$ cat config.mk
export PLATFORM = sky130hd
export DESIGN_NAME = connect_four_board
export DESIGN_NICKNAME = d
export VERILOG_FILES = /design/src/rtl/connect_four_pkg.sv /design/src/rtl/connect_four_run_count.sv /design/src/rtl/connect_four_board.sv
export SDC_FILE = /design/constraint.sdc
export NUM_CORES = 1
export LEC_CHECK = 0
export BUFFER_PORTS_ARGS = -buffer_cell sky130_fd_sc_hd__buf_2
export CORE_MARGIN = 10
export CORE_UTILIZATION = 45
export CTS_BUF_LIST = sky130_fd_sc_hd__clkbuf_8
export DETAILED_ROUTE_END_ITERATION = 10
export PLACE_DENSITY = 0.67
export SYNTH_ARGS = -nofsm -noshare
export SYNTH_HDL_FRONTEND = slang
export SYNTH_SLANG_ARGS = --single-unit
$ cat constraint.sdc
create_clock -name clk -period 4.4 [get_ports clk]
set_input_delay 0.22 -clock clk [delete_from_list [all_inputs] [get_ports clk]]
set_output_delay 0.22 -clock clk [all_outputs]
set_load 0.01 [all_outputs]
$ cat src/rtl/connect_four_pkg.sv
// connect_four_pkg: board geometry, FSM encoding and cell/direction helpers
package connect_four_pkg;
  localparam int ROWS  = 6;
  localparam int COLS  = 7;
  localparam int CELLS = ROWS * COLS;
  typedef enum logic [2:0] {IDLE, SCAN, PLACE, CHECK, GAME_OVER} state_t;
  function automatic logic [5:0] cell_idx(input int r, input int c);
    return 6'(r * COLS + c);
  endfunction
  function automatic logic in_bounds(input int r, input int c);
    return r >= 0 && r < ROWS && c >= 0 && c < COLS;
  endfunction
  function automatic int dir_dr(input logic [1:0] d);
    return d == 2'd0 ? 0 : 1;
  endfunction
  function automatic int dir_dc(input logic [1:0] d);
    return d == 2'd1 ? 0 : d == 2'd3 ? -1 : 1;
  endfunction
endpackage

$ cat src/rtl/connect_four_run_count.sv
// connect_four_run_count: length of the same-owner run through the placed cell along one direction (used with WIN_DETECT_EN)
module connect_four_run_count
    import connect_four_pkg::*;
(
    input  logic [CELLS-1:0] game_data,
    input  logic [CELLS-1:0] empty,
    input  logic [2:0]       row,
    input  logic [2:0]       col,
    input  logic             owner,
    input  logic [1:0]       dir,
    output logic [2:0]       run
);

    logic fwd;
    logic bwd;
    int   dr;
    int   dc;

    function automatic logic hit(input logic [CELLS-1:0] gd, input logic [CELLS-1:0] em,
                                 input logic own, input int r, input int c);
        return in_bounds(r, c) && !em[cell_idx(r, c)] && gd[cell_idx(r, c)] == own;
    endfunction

    // Walk up to three cells each way; a run stops at the first miss or board edge
    always_comb begin
        run = 3'd1;
        fwd = 1'b1;
        bwd = 1'b1;
        dr  = dir_dr(dir);
        dc  = dir_dc(dir);
        for (int k = 1; k <= 3; k++) begin
            fwd = fwd && hit(game_data, empty, owner, int'(row) + k * dr, int'(col) + k * dc);
            bwd = bwd && hit(game_data, empty, owner, int'(row) - k * dr, int'(col) - k * dc);
            run = run + {2'b00, fwd} + {2'b00, bwd};
        end
    end

endmodule

$ cat src/rtl/connect_four_board.sv
// connect_four_board: Connect Four game-state engine with gravity drop; WIN_DETECT_EN adds four-in-a-row detection
module connect_four_board
    import connect_four_pkg::*;
(
    input  logic             clk,
    input  logic             reset,
    input  logic             new_game,
    input  logic [2:0]       col_sel,
    input  logic             drop,
    output logic [CELLS-1:0] game_data,
    output logic [CELLS-1:0] empty,
    output logic             current_player,
    output logic             busy,
    output logic             move_ok,
    output logic             move_err,
    output logic             board_full,
    output logic             winner_valid,
    output logic             winner
);

    state_t     state;
    logic [2:0] row;
    logic [2:0] col;
    logic [5:0] moves;
    logic [5:0] idx;

    assign idx  = cell_idx(int'(row), int'(col));
    assign busy = state != IDLE && state != GAME_OVER;

`ifdef WIN_DETECT_EN
    logic [1:0] dir;
    logic       owner;
    logic [2:0] run;

    connect_four_run_count u_run (
        .game_data (game_data),
        .empty     (empty),
        .row       (row),
        .col       (col),
        .owner     (owner),
        .dir       (dir),
        .run       (run)
    );
`else
    assign winner_valid = 1'b0;
    assign winner       = 1'b0;
`endif

    // Drop FSM: scan the column bottom-up, place, optionally check for a win
    always_ff @(posedge clk or posedge reset) begin
        if (reset) begin
            state          <= IDLE;
            row            <= 3'd0;
            col            <= 3'd0;
            moves          <= 6'd0;
            empty          <= '1;
            game_data      <= '0;
            current_player <= 1'b0;
            move_ok        <= 1'b0;
            move_err       <= 1'b0;
            board_full     <= 1'b0;
`ifdef WIN_DETECT_EN
            dir            <= 2'd0;
            owner          <= 1'b0;
            winner_valid   <= 1'b0;
            winner         <= 1'b0;
`endif
        end else if (new_game) begin
            state          <= IDLE;
            row            <= 3'd0;
            col            <= 3'd0;
            moves          <= 6'd0;
            empty          <= '1;
            game_data      <= '0;
            current_player <= 1'b0;
            move_ok        <= 1'b0;
            move_err       <= 1'b0;
            board_full     <= 1'b0;
`ifdef WIN_DETECT_EN
            dir            <= 2'd0;
            owner          <= 1'b0;
            winner_valid   <= 1'b0;
            winner         <= 1'b0;
`endif
        end else begin
            move_ok  <= 1'b0;
            move_err <= 1'b0;
            case (state)
                IDLE: begin
                    if (drop) begin
                        if (col_sel <= 3'd6) begin
                            col   <= col_sel;
                            row   <= 3'd0;
                            state <= SCAN;
                        end else begin
                            move_err <= 1'b1;
                        end
                    end
                end
                SCAN: begin
                    if (empty[idx]) begin
                        state <= PLACE;
                    end else if (row == 3'd5) begin
                        move_err <= 1'b1;
                        state    <= IDLE;
                    end else begin
                        row <= row + 3'd1;
                    end
                end
                PLACE: begin
                    empty[idx]     <= 1'b0;
                    game_data[idx] <= current_player;
                    current_player <= ~current_player;
                    moves          <= moves + 6'd1;
                    move_ok        <= 1'b1;
                    board_full     <= moves == 6'd41;
`ifdef WIN_DETECT_EN
                    owner          <= current_player;
                    dir            <= 2'd0;
                    state          <= CHECK;
`else
                    state          <= moves == 6'd41 ? GAME_OVER : IDLE;
`endif
                end
`ifdef WIN_DETECT_EN
                CHECK: begin
                    if (run >= 3'd4) begin
                        winner_valid <= 1'b1;
                        winner       <= owner;
                        state        <= GAME_OVER;
                    end else if (dir == 2'd3) begin
                        state <= board_full ? GAME_OVER : IDLE;
                    end else begin
                        dir <= dir + 2'd1;
                    end
                end
`endif
                GAME_OVER: begin
                    if (drop) move_err <= 1'b1;
                end
                default: state <= IDLE;
            endcase
        end
    end

endmodule

==> results of run 1 <==
## Yosys cell counts, types with 4 or more instances
library cell	n	area, sq um
a21o_1	8	60.1
dfrtp_1	61	1530
nor3b_1	5	37.5
nand2_1	16	60.1
ha_1	13	163
xor2_1	4	35.0
clkbuf_1	28	105
buf_2	6	30.0
xnor2_1	4	35.0
or3_1	6	37.5
nor3_1	10	50.1
a21oi_1	10	50.1
o21ai_0	106	531
mux4_1	6	158
nor2b_1	34	213
a22oi_1	4	30.0
mux2i_1	15	150
nor2_1	26	97.6
nand2b_1	36	225
nand3_1	29	145
dfstp_2	42	1100
fa_1	4	80.1
inv_1	18	67.6
## layout make-up
class | instances | area share, %
Clock buffer | 9 | 2.01
Sequential cell | 103 | 42.7
Multi-Input combinational cell | 378 | 40.1
Inverter | 18 | 1.14
Timing Repair Buffer | 111 | 9.71
Tap cell | 143 | 2.90
Clock inverter | 7 | 1.46
## cell families (layout without fill, tap and decap cells)
kind of cell	after synthesis	count (layout)	synth area share, %
adder cells (fa/ha/maj)	17	17	4.55
other	1	2	0.0704
AO/OA/AOI/OAI	147	147	15.4
XOR/XNOR	8	8	1.31
buffers and inverters	56	145	4.37
multiplexers	24	24	6.41
AND/OR/NAND/NOR	180	180	18.5
flip-flops	103	103	49.3
## tightest hold or removal path, delay by kind of cell
kind | cells | cell delay [ns]
buffers and inverters | 1 | 0.10
muxes | 1 | 0.06
and+or+nand+nor | 1 | 0.07
## how the worst max path moves through the flow
stage | to | cells past startpoint | startpoint | slack (ns)
after floorplan | move_err | 13 | row[0] | 0.49
after global placement | move_err | 12 | row[0] | 0.40
after detailed placement | move_err | 12 | row[0] | 0.34
after CTS | move_err | 12 | row[0] | 0.30
after global routing | game_data[16] | 12 | row[0] | 0.03
final | move_err | 12 | row[0] | 0.32
## state kept, by name (all words and copies together) (netlist names)
signal / cells
board_full: 1
move_err: 1
empty: 42
moves: 6
col: 3
row: 3
state: 3
current_player: 1
move_ok: 1
game_data: 42
## through the flow
step | setup WS, ns | instances
6_report | 0.318 | 769
3_5_place_dp | 0.341 | 752
5_1_grt | 0.0327 | 769
3_3_place_gp | 0.401 | 752
4_1_cts | 0.303 | 769
2_1_floorplan | 0.486 | 537
## power by group
| part | internal, mW | leakage (nW) | switching, mW |
|---|---|---|---|
| clock | 0.275 | 0.101 | 0.356 |
| sequential | 0.964 | 1.29 | 0.0195 |
| combinational | 0.134 | 1.32 | 0.302 |
| total | 1.37 | 2.71 | 0.678 |
## per-layer routing
metal  up-vias  routed length (um)  share of wire [%]
met5         -                   0                  0
met4         0                 167                1.2
met3        15                1040                7.2
met2       134                6910                 48
met1      2162                6360                 44
li1       2038                   -                  -
==> impl_metrics.yaml, run 1 <==
floorplanning:
  start_util_pct: 46.3
  core_sq_um: 11500
  fp.dieArea_sq_um: 16600
  ios: 98
  die_x_um: 129
  num_rows: 39
  fp.dieH_um: 129
synthesis:
  syn_area_sq_um: 5330
  seq_area_frac_synth_pct: 49.3
  ys_seq_elements: 103
  postSynthCellCount: 536
  yosysWarnings: 0
  synthArstFlopShare_pct: 100
  syn_avg_cell_area_sq_um: 9.94
  synth_cell_type_count: 52
  synth_edf_count: 0
  ys.flop_type: "dfrtp_1"
sta:
  setup_tns_ns: 0
  fmax_mhz: 245
  fin_worst_hold_slack_ns: 0.109
  hold_viol: 0
  slew_viol_final: 0
  post-route-min-period_ns: 4.08
  setup_viol: 0
  relSlewSlack_pct: 20.9
  rsz0062_at_grt: "no"
  worst_slew_pin_slew_ns: 1.18
  fin_crit_sh_pct: 92.8
  finClkSkew_ns: 0.0144
placement:
  place.gp.congestion: 0.882
  placedInstanceArea_sq_um: 5940
  io_buffer_count: 95
  dpl.hpwl_mm: 10.3
setup_path:
  regToRegStartpoint: "row[0]"
  critPathBufInv: 3
  cp-start-kind: "flip-flop"
  crit_arrival_ns: 4.39
  r2r_setup_slack_ns: 0.32
  reg2reg_to: "move_err"
  setup.worst_path.class: "reg2reg"
  max_stage_delay_ns: 0.66
  required_ns: 4.71
  cp-end-kind: "flip-flop"
  worst_path_most_repeated_cell: "fa_1"
  path_cells: "fa_1, inv_1, fa_1, inv_1, fa_1, buf_4, mux2i_1, a2bb2oi_1, a41o_1, a22o_1, or4_1, a21oi_1"
  cp_max_fo: 14
  slowest_stage: "fa_1"
  crit_family: "adder cells"
  reg2regPathDepth: 12
detailed_routing:
  vias: 4349
  via_per_inst: 5.66
  drc_errors: 0
  wire_per_inst_um: 18.8
  ant_nets: 0
  firstDrtPassIters: 6
  wl_mm: 14.5
  drt-initial-drc-count: 265
global_route:
  grt_max_degree: 61
  met3_usage_pct: 4.11
  top_usage_layer: "met2"
  grt_pass1_vias: 4261
  overflow: 0
  grt_usage_pct: 17.4
  use_met1_pct: 23.0
  grt_pass1_wl_mm: 23.0
  use_met2_pct: 27.5
  antenna_found_initial: 0
power:
  max-vdd-ir-drop_uv: 201
  power.leakage_nw: 2.71
  p_total_mw: 2.05
  p_per_area_nw_per_um2: 333
layout:
  final_cell_area_sq_um: 6160
  mostFrequentLayoutCells: "o21ai_0 (106), buf_2 (95), dfrtp_1 (61), dfstp_2 (42), nand2b_1 (36)"
  seq_area_sq_um: 2630
  multi_input_area_sq_um: 2470
  fin_nets: 645
  syn_to_final_growth_pct: 15.6
  fillers: 1044
  final_common_cell: "o21ai_0"
  drive_above_1_share_pct: 28.3
  post-route-util_pct: 53.5
  insertedDiodeCount: 0
clocking:
  cts_setup_buffers: 0
  cts_tree: "done"
  htree_levels: 3
  cts_hold_buf: 1
  ctsResizeCount: 0
  clk_latency_ns: 0.38
  path_clk_slew_ns: 0.11
  clkSinkCount: 103
  clock_path_buffers: 2
  ctsRootBufferMaster: "clkbuf_8"
  cts_buffers: 9
worst_hold_path:
  hold_path.class: "in2reg"
  hold_depth: 3
  hold_path_end: "col[1]"
  min-delay-start: "col_sel[1]"
status:
  status: "finished, final reports clean"
run:
  drv_cap: 0
Note: power is estimated with default switching activity, not from simulation.
==> run 2, diff against run 1 <==
Settings changed: MAX_ROUTING_LAYER from default to met4.
==> run 2 against run 1 <==
Clock skew barely moved. Maximum frequency fell by 1.0%. Die area is the same. Core utilization is 0.076 points lower. Sequential cell count unchanged. Design area is 0.14% lower. Worst setup slack lost 0.042 ns. Critical endpoint unchanged.
==> impl_metrics.yaml, run 2 (synthesis results as in run 1) <==
clocking:
  clock_path_buffers: 2
  cts_tree: "done"
  ctsRootBufferMaster: "clkbuf_8"
  htree_levels: 3
  clkSinkCount: 103
  clk_latency_ns: 0.38
  path_clk_slew_ns: 0.09
  cts_buffers: 9
global_route:
  met3_usage_pct: 3.29
  grt_usage_pct: 18.1
  grt_max_degree: 74
  grt_pass1_wl_mm: 23.1
  antenna_found_initial: 0
  top_usage_layer: "met2"
  grt_pass1_vias: 4317
  overflow: 0
  use_met1_pct: 23.6
  use_met2_pct: 28.2
setup_path:
  cp_max_fo: 14
  crit_arrival_ns: 4.42
  cp-start-kind: "flip-flop"
  cp-end-kind: "flip-flop"
  required_ns: 4.69
  setup.worst_path.class: "reg2reg"
sta:
  rsz0062_at_grt: "no"
  fmax_mhz: 242
  relSlewSlack_pct: 17.0
  setup_viol: 0
  fin_crit_sh_pct: 93.7
  hold_viol: 0
  slew_viol_final: 0
  post-route-min-period_ns: 4.12
  worst_slew_pin_slew_ns: 1.23
  finClkSkew_ns: 0.0141
  setup_tns_ns: 0
layout:
  mostFrequentLayoutCells: "o21ai_0 (106), buf_2 (95), dfrtp_1 (61), dfstp_2 (42), nand2b_1 (36)"
  syn_to_final_growth_pct: 15.4
  top_regs: "empty: 42 flops, game_data: 42 flops, moves: 6 flops"
  fillers: 1010
  drive_above_1_share_pct: 28.1
  final_cells: 769
  fin_nets: 645
  final_common_cell: "o21ai_0"
  insertedDiodeCount: 0
floorplanning:
  fp.dieArea_sq_um: 16600
  die_x_um: 129
  fp.dieH_um: 129
  ios: 98
  num_rows: 39
  start_util_pct: 46.3
  core_sq_um: 11500
placement:
  place_inst: 752
  io_buffer_count: 95
  place.gp.congestion: 0.838
  dpl.hpwl_mm: 10.4
worst_hold_path:
  hold_path.class: "in2reg"
detailed_routing:
  via_per_inst: 5.62
  wire_per_inst_um: 18.9
  wl_mm: 14.5
  ant_nets: 0
  drc_errors: 0
  vias: 4322
  drt-initial-drc-count: 293
  firstDrtPassIters: 5
power:
  p_per_area_nw_per_um2: 331
  max-vdd-ir-drop_uv: 146
  power.leakage_nw: 2.72
status:
  status: "finished, final reports clean"
run:
  drv_cap: 0
run 2: changes by cell type in the layout (fill, tap and decap cells not counted):
cell,change
clkinv_2,+1
clkinvlp_4,-2
clkinv_8,-1
clkbuf_8,+1
inv_1,+1
run 2: metal layers:
metal / vias up / share of wire, %
met5: - / 0
met4: 0 / 1.3
met3: 16 / 4.8
met2: 126 / 48
met1: 2151 / 46
li1: 2029 / -
run 2: layout make-up:
class | count | area [sq um] | area share (%)
timing repair buffer | 111 | 598 | 9.72
multi-input combinational | 378 | 2470 | 40.2
inverter | 18 | 70.1 | 1.14
tap | 143 | 179 | 2.91
sequential | 103 | 2630 | 42.7
clock inverter | 6 | 67.6 | 1.10
clock buffer | 10 | 138 | 2.24
run 2: final timing paths:
| path | startpoint | to | slack [ns] | depth (start not counted) |
|---|---|---|---|---|
| setup / recovery | row[0] | move_err | 0.28 | 12 |
| hold / removal | col_sel[2] | col[2] | 0.14 | 3 |
| setup reg to reg | row[0] | move_err | 0.28 | 12 |
| hold reg to reg | empty[9] | empty[9] | 0.50 | 2 |
| max in group asynchronous | reset | empty[37] | 2.86 | 4 |
| min in group asynchronous | reset | game_data[12] | 0.51 | 3 |
run 2: critical path, cell delays in order (launching register included):
cell,delay (ns)
dfrtp_1,0.48
fa_1,0.56
inv_1,0.05
fa_1,0.50
inv_1,0.07
fa_1,0.67
buf_4,0.23
mux2i_1,0.24
a2bb2oi_1,0.09
a41o_1,0.26
a22o_1,0.27
or4_1,0.48
a21oi_1,0.15
run 2: repair_timing:
item | in CTS | in global routing
gates resized for setup | 0 | 0
buffers inserted | 0 | 0
hold endpoints to repair | 35 | 0
hold buffers | 1 | 0
run 2: report_power, final:
group | switching (mW) | leakage (nW) | internal [mW]
Combinational | 0.298 | 1.32 | 0.135
Clock | 0.335 | 0.110 | 0.283
Sequential | 0.0191 | 1.29 | 0.964
run 2: stage by stage:
step	hold slack [ns]	worst slack, ns	total power, mW	instance area [sq um]	util (%)
3_5_place_dp	0.391	0.297	1.43	5940	51.6
3_3_place_gp	0.384	0.400	1.42	5940	51.6
5_1_grt	0.143	0.0790	2.13	6150	53.4
4_1_cts	0.132	0.285	2.05	6150	53.4
6_report	0.139	0.276	2.03	6150	53.4
2_1_floorplan	0.376	0.486	1.30	5330	-
==> run 3, diff against run 2 <==
Clock period 4.4 ns to 5.1 ns, I/O delays scaled along.
==> run 3 against run 2 <==
Design area decreased by 0.98%. Clock skew about the same. Clock-buffer cell count decreased by 1. Maximum frequency decreased by 5.4%. Sequential power decreased by 14%. Via count increased by 0.51%. Non-clock buffer count decreased by 9.
==> impl_metrics.yaml, run 3 (synthesis results as in run 1) <==
layout:
  fin_nets: 636
  final_common_cell: "o21ai_0"
  drive_above_1_share_pct: 27.2
  syn_to_final_growth_pct: 14.3
  insertedDiodeCount: 0
  fillers: 1053
  post-route-util_pct: 52.9
  top_regs: "empty: 42 flops, game_data: 42 flops, moves: 6 flops"
  mostFrequentLayoutCells: "o21ai_0 (106), buf_2 (95), dfrtp_1 (61), dfstp_2 (42), nand2b_1 (36)"
clocking:
  ctsResizeCount: 0
  clkSinkCount: 103
  htree_levels: 3
  ctsRootBufferMaster: "clkbuf_8"
  cts_tree: "done"
  clk_latency_ns: 0.39
  cts_setup_buffers: 0
  cts_hold_buf: 1
  cts_buffers: 9
  path_clk_slew_ns: 0.10
  clock_path_buffers: 2
detailed_routing:
  drt-initial-drc-count: 334
  vias: 4344
  ant_nets: 0
  top_layer: "met4"
  wl_met3_um: 905
  drc_errors: 0
  firstDrtPassIters: 5
  route.met2.wl_mm: 6.86
  via_per_inst: 5.72
  wire_per_inst_um: 19.0
  wl_met1_mm: 6.49
  wl_mm: 14.5
floorplanning:
  core_sq_um: 11500
  num_rows: 39
  fp.dieH_um: 129
  fp.dieArea_sq_um: 16600
  ios: 98
  start_util_pct: 46.3
  die_x_um: 129
worst_hold_path:
  hold_path.class: "in2reg"
sta:
  relSlewSlack_pct: 29.2
  slew_viol_final: 0
  worst_slack_ns: 0.740
  worst_slew_pin_slew_ns: 1.05
  setup_viol: 0
  rsz0062_at_grt: "no"
  fin_crit_sh_pct: 85.5
  post-route-min-period_ns: 4.36
  fmax_mhz: 229
  finClkSkew_ns: 0.0140
  setup_tns_ns: 0
  hold_viol: 0
setup_path:
  cp_max_fo: 14
  setup.worst_path.class: "reg2reg"
  slowest_stage: "fa_1"
  cp-end-kind: "flip-flop"
  cp-start-kind: "flip-flop"
  max_stage_delay_ns: 0.82
  path_cells: "fa_1, inv_1, fa_1, inv_1, fa_1, buf_4, mux4_1, and3_1, a31oi_1, a21oi_1, or4_1, a21oi_1"
  worst_path_most_repeated_cell: "fa_1"
  required_ns: 5.41
  crit_family: "adder cells"
  critPathBufInv: 3
  crit_arrival_ns: 4.67
global_route:
  grt_pass1_wl_mm: 23.1
  grt_max_degree: 71
  overflow: 0
  grt_pass1_vias: 4253
  antenna_found_initial: 0
  grt_usage_pct: 18.1
power:
  max-vdd-ir-drop_uv: 122
  p_total_mw: 1.75
  power.leakage_nw: 2.67
  p_per_area_nw_per_um2: 288
placement:
  io_buffer_count: 95
  place.gp.congestion: 0.906
  dpl.hpwl_mm: 10.3
  post-place-ws_ns: 0.829
status:
  status: "finished, final reports clean"
run:
  drv_cap: 0
==> run 3: per-stage QoR <==
stage / cells / hold slack [ns] / area (sq um)
after global placement: 743 / 0.341 / 5870
after CTS: 760 / 0.138 / 6090
final: 760 / 0.148 / 6090
after floorplan: 537 / 0.411 / 5330
after detailed placement: 743 / 0.346 / 5870
after global routing: 760 / 0.156 / 6090
==> run 3: worst paths after layout <==
kind                                  to  slack (ns)  depth (start not counted)       start
max reg2reg                     move_err        0.74                         12      row[0]
max in group asynchronous  game_data[37]        3.52                          4       reset
min                               col[1]        0.15                          3  col_sel[1]
max                             move_err        0.74                         12      row[0]
min in group asynchronous       state[2]        0.45                          3       reset
min reg2reg                     empty[9]        0.49                          2    empty[9]
==> run 3: per-layer routing <==
metal | up-vias | track usage [%]
met4 | 0 | 5.02
met3 | 19 | 4.07
li1 | 2018 | -
met1 | 2160 | 23.6
met5 | - | -
met2 | 147 | 27.8
==> run 3: area by class of cell <==
class                   count  area [sq um]  share of cell area, %
flip-flops and latches    103          2630                   43.2
multi-input cells         378          2470                   40.6
repair buffers            102           531                   8.71
well taps                 143           179                   2.94
clock buffers               9           124                   2.03
clock inverters             7          88.8                   1.46
inverters                  18          70.1                   1.15
==> run 3: worst register-to-register path: cells and delay by family (launching register included) <==
family,cells,cell delay (ns)
AOI/OAI and AO/OA,3,0.52
adders and majority gates,3,1.90
buffers and inverters,3,0.42
DFF,1,0.49
muxes,1,0.31
and+or+nand+nor,2,0.64
==> run 3: power by group <==
group | internal (mW) | switching (mW) | leakage, nW
combinational | 0.104 | 0.249 | 1.28
sequential | 0.832 | 0.0176 | 1.29
clock | 0.238 | 0.313 | 0.109
total | 1.17 | 0.580 | 2.67
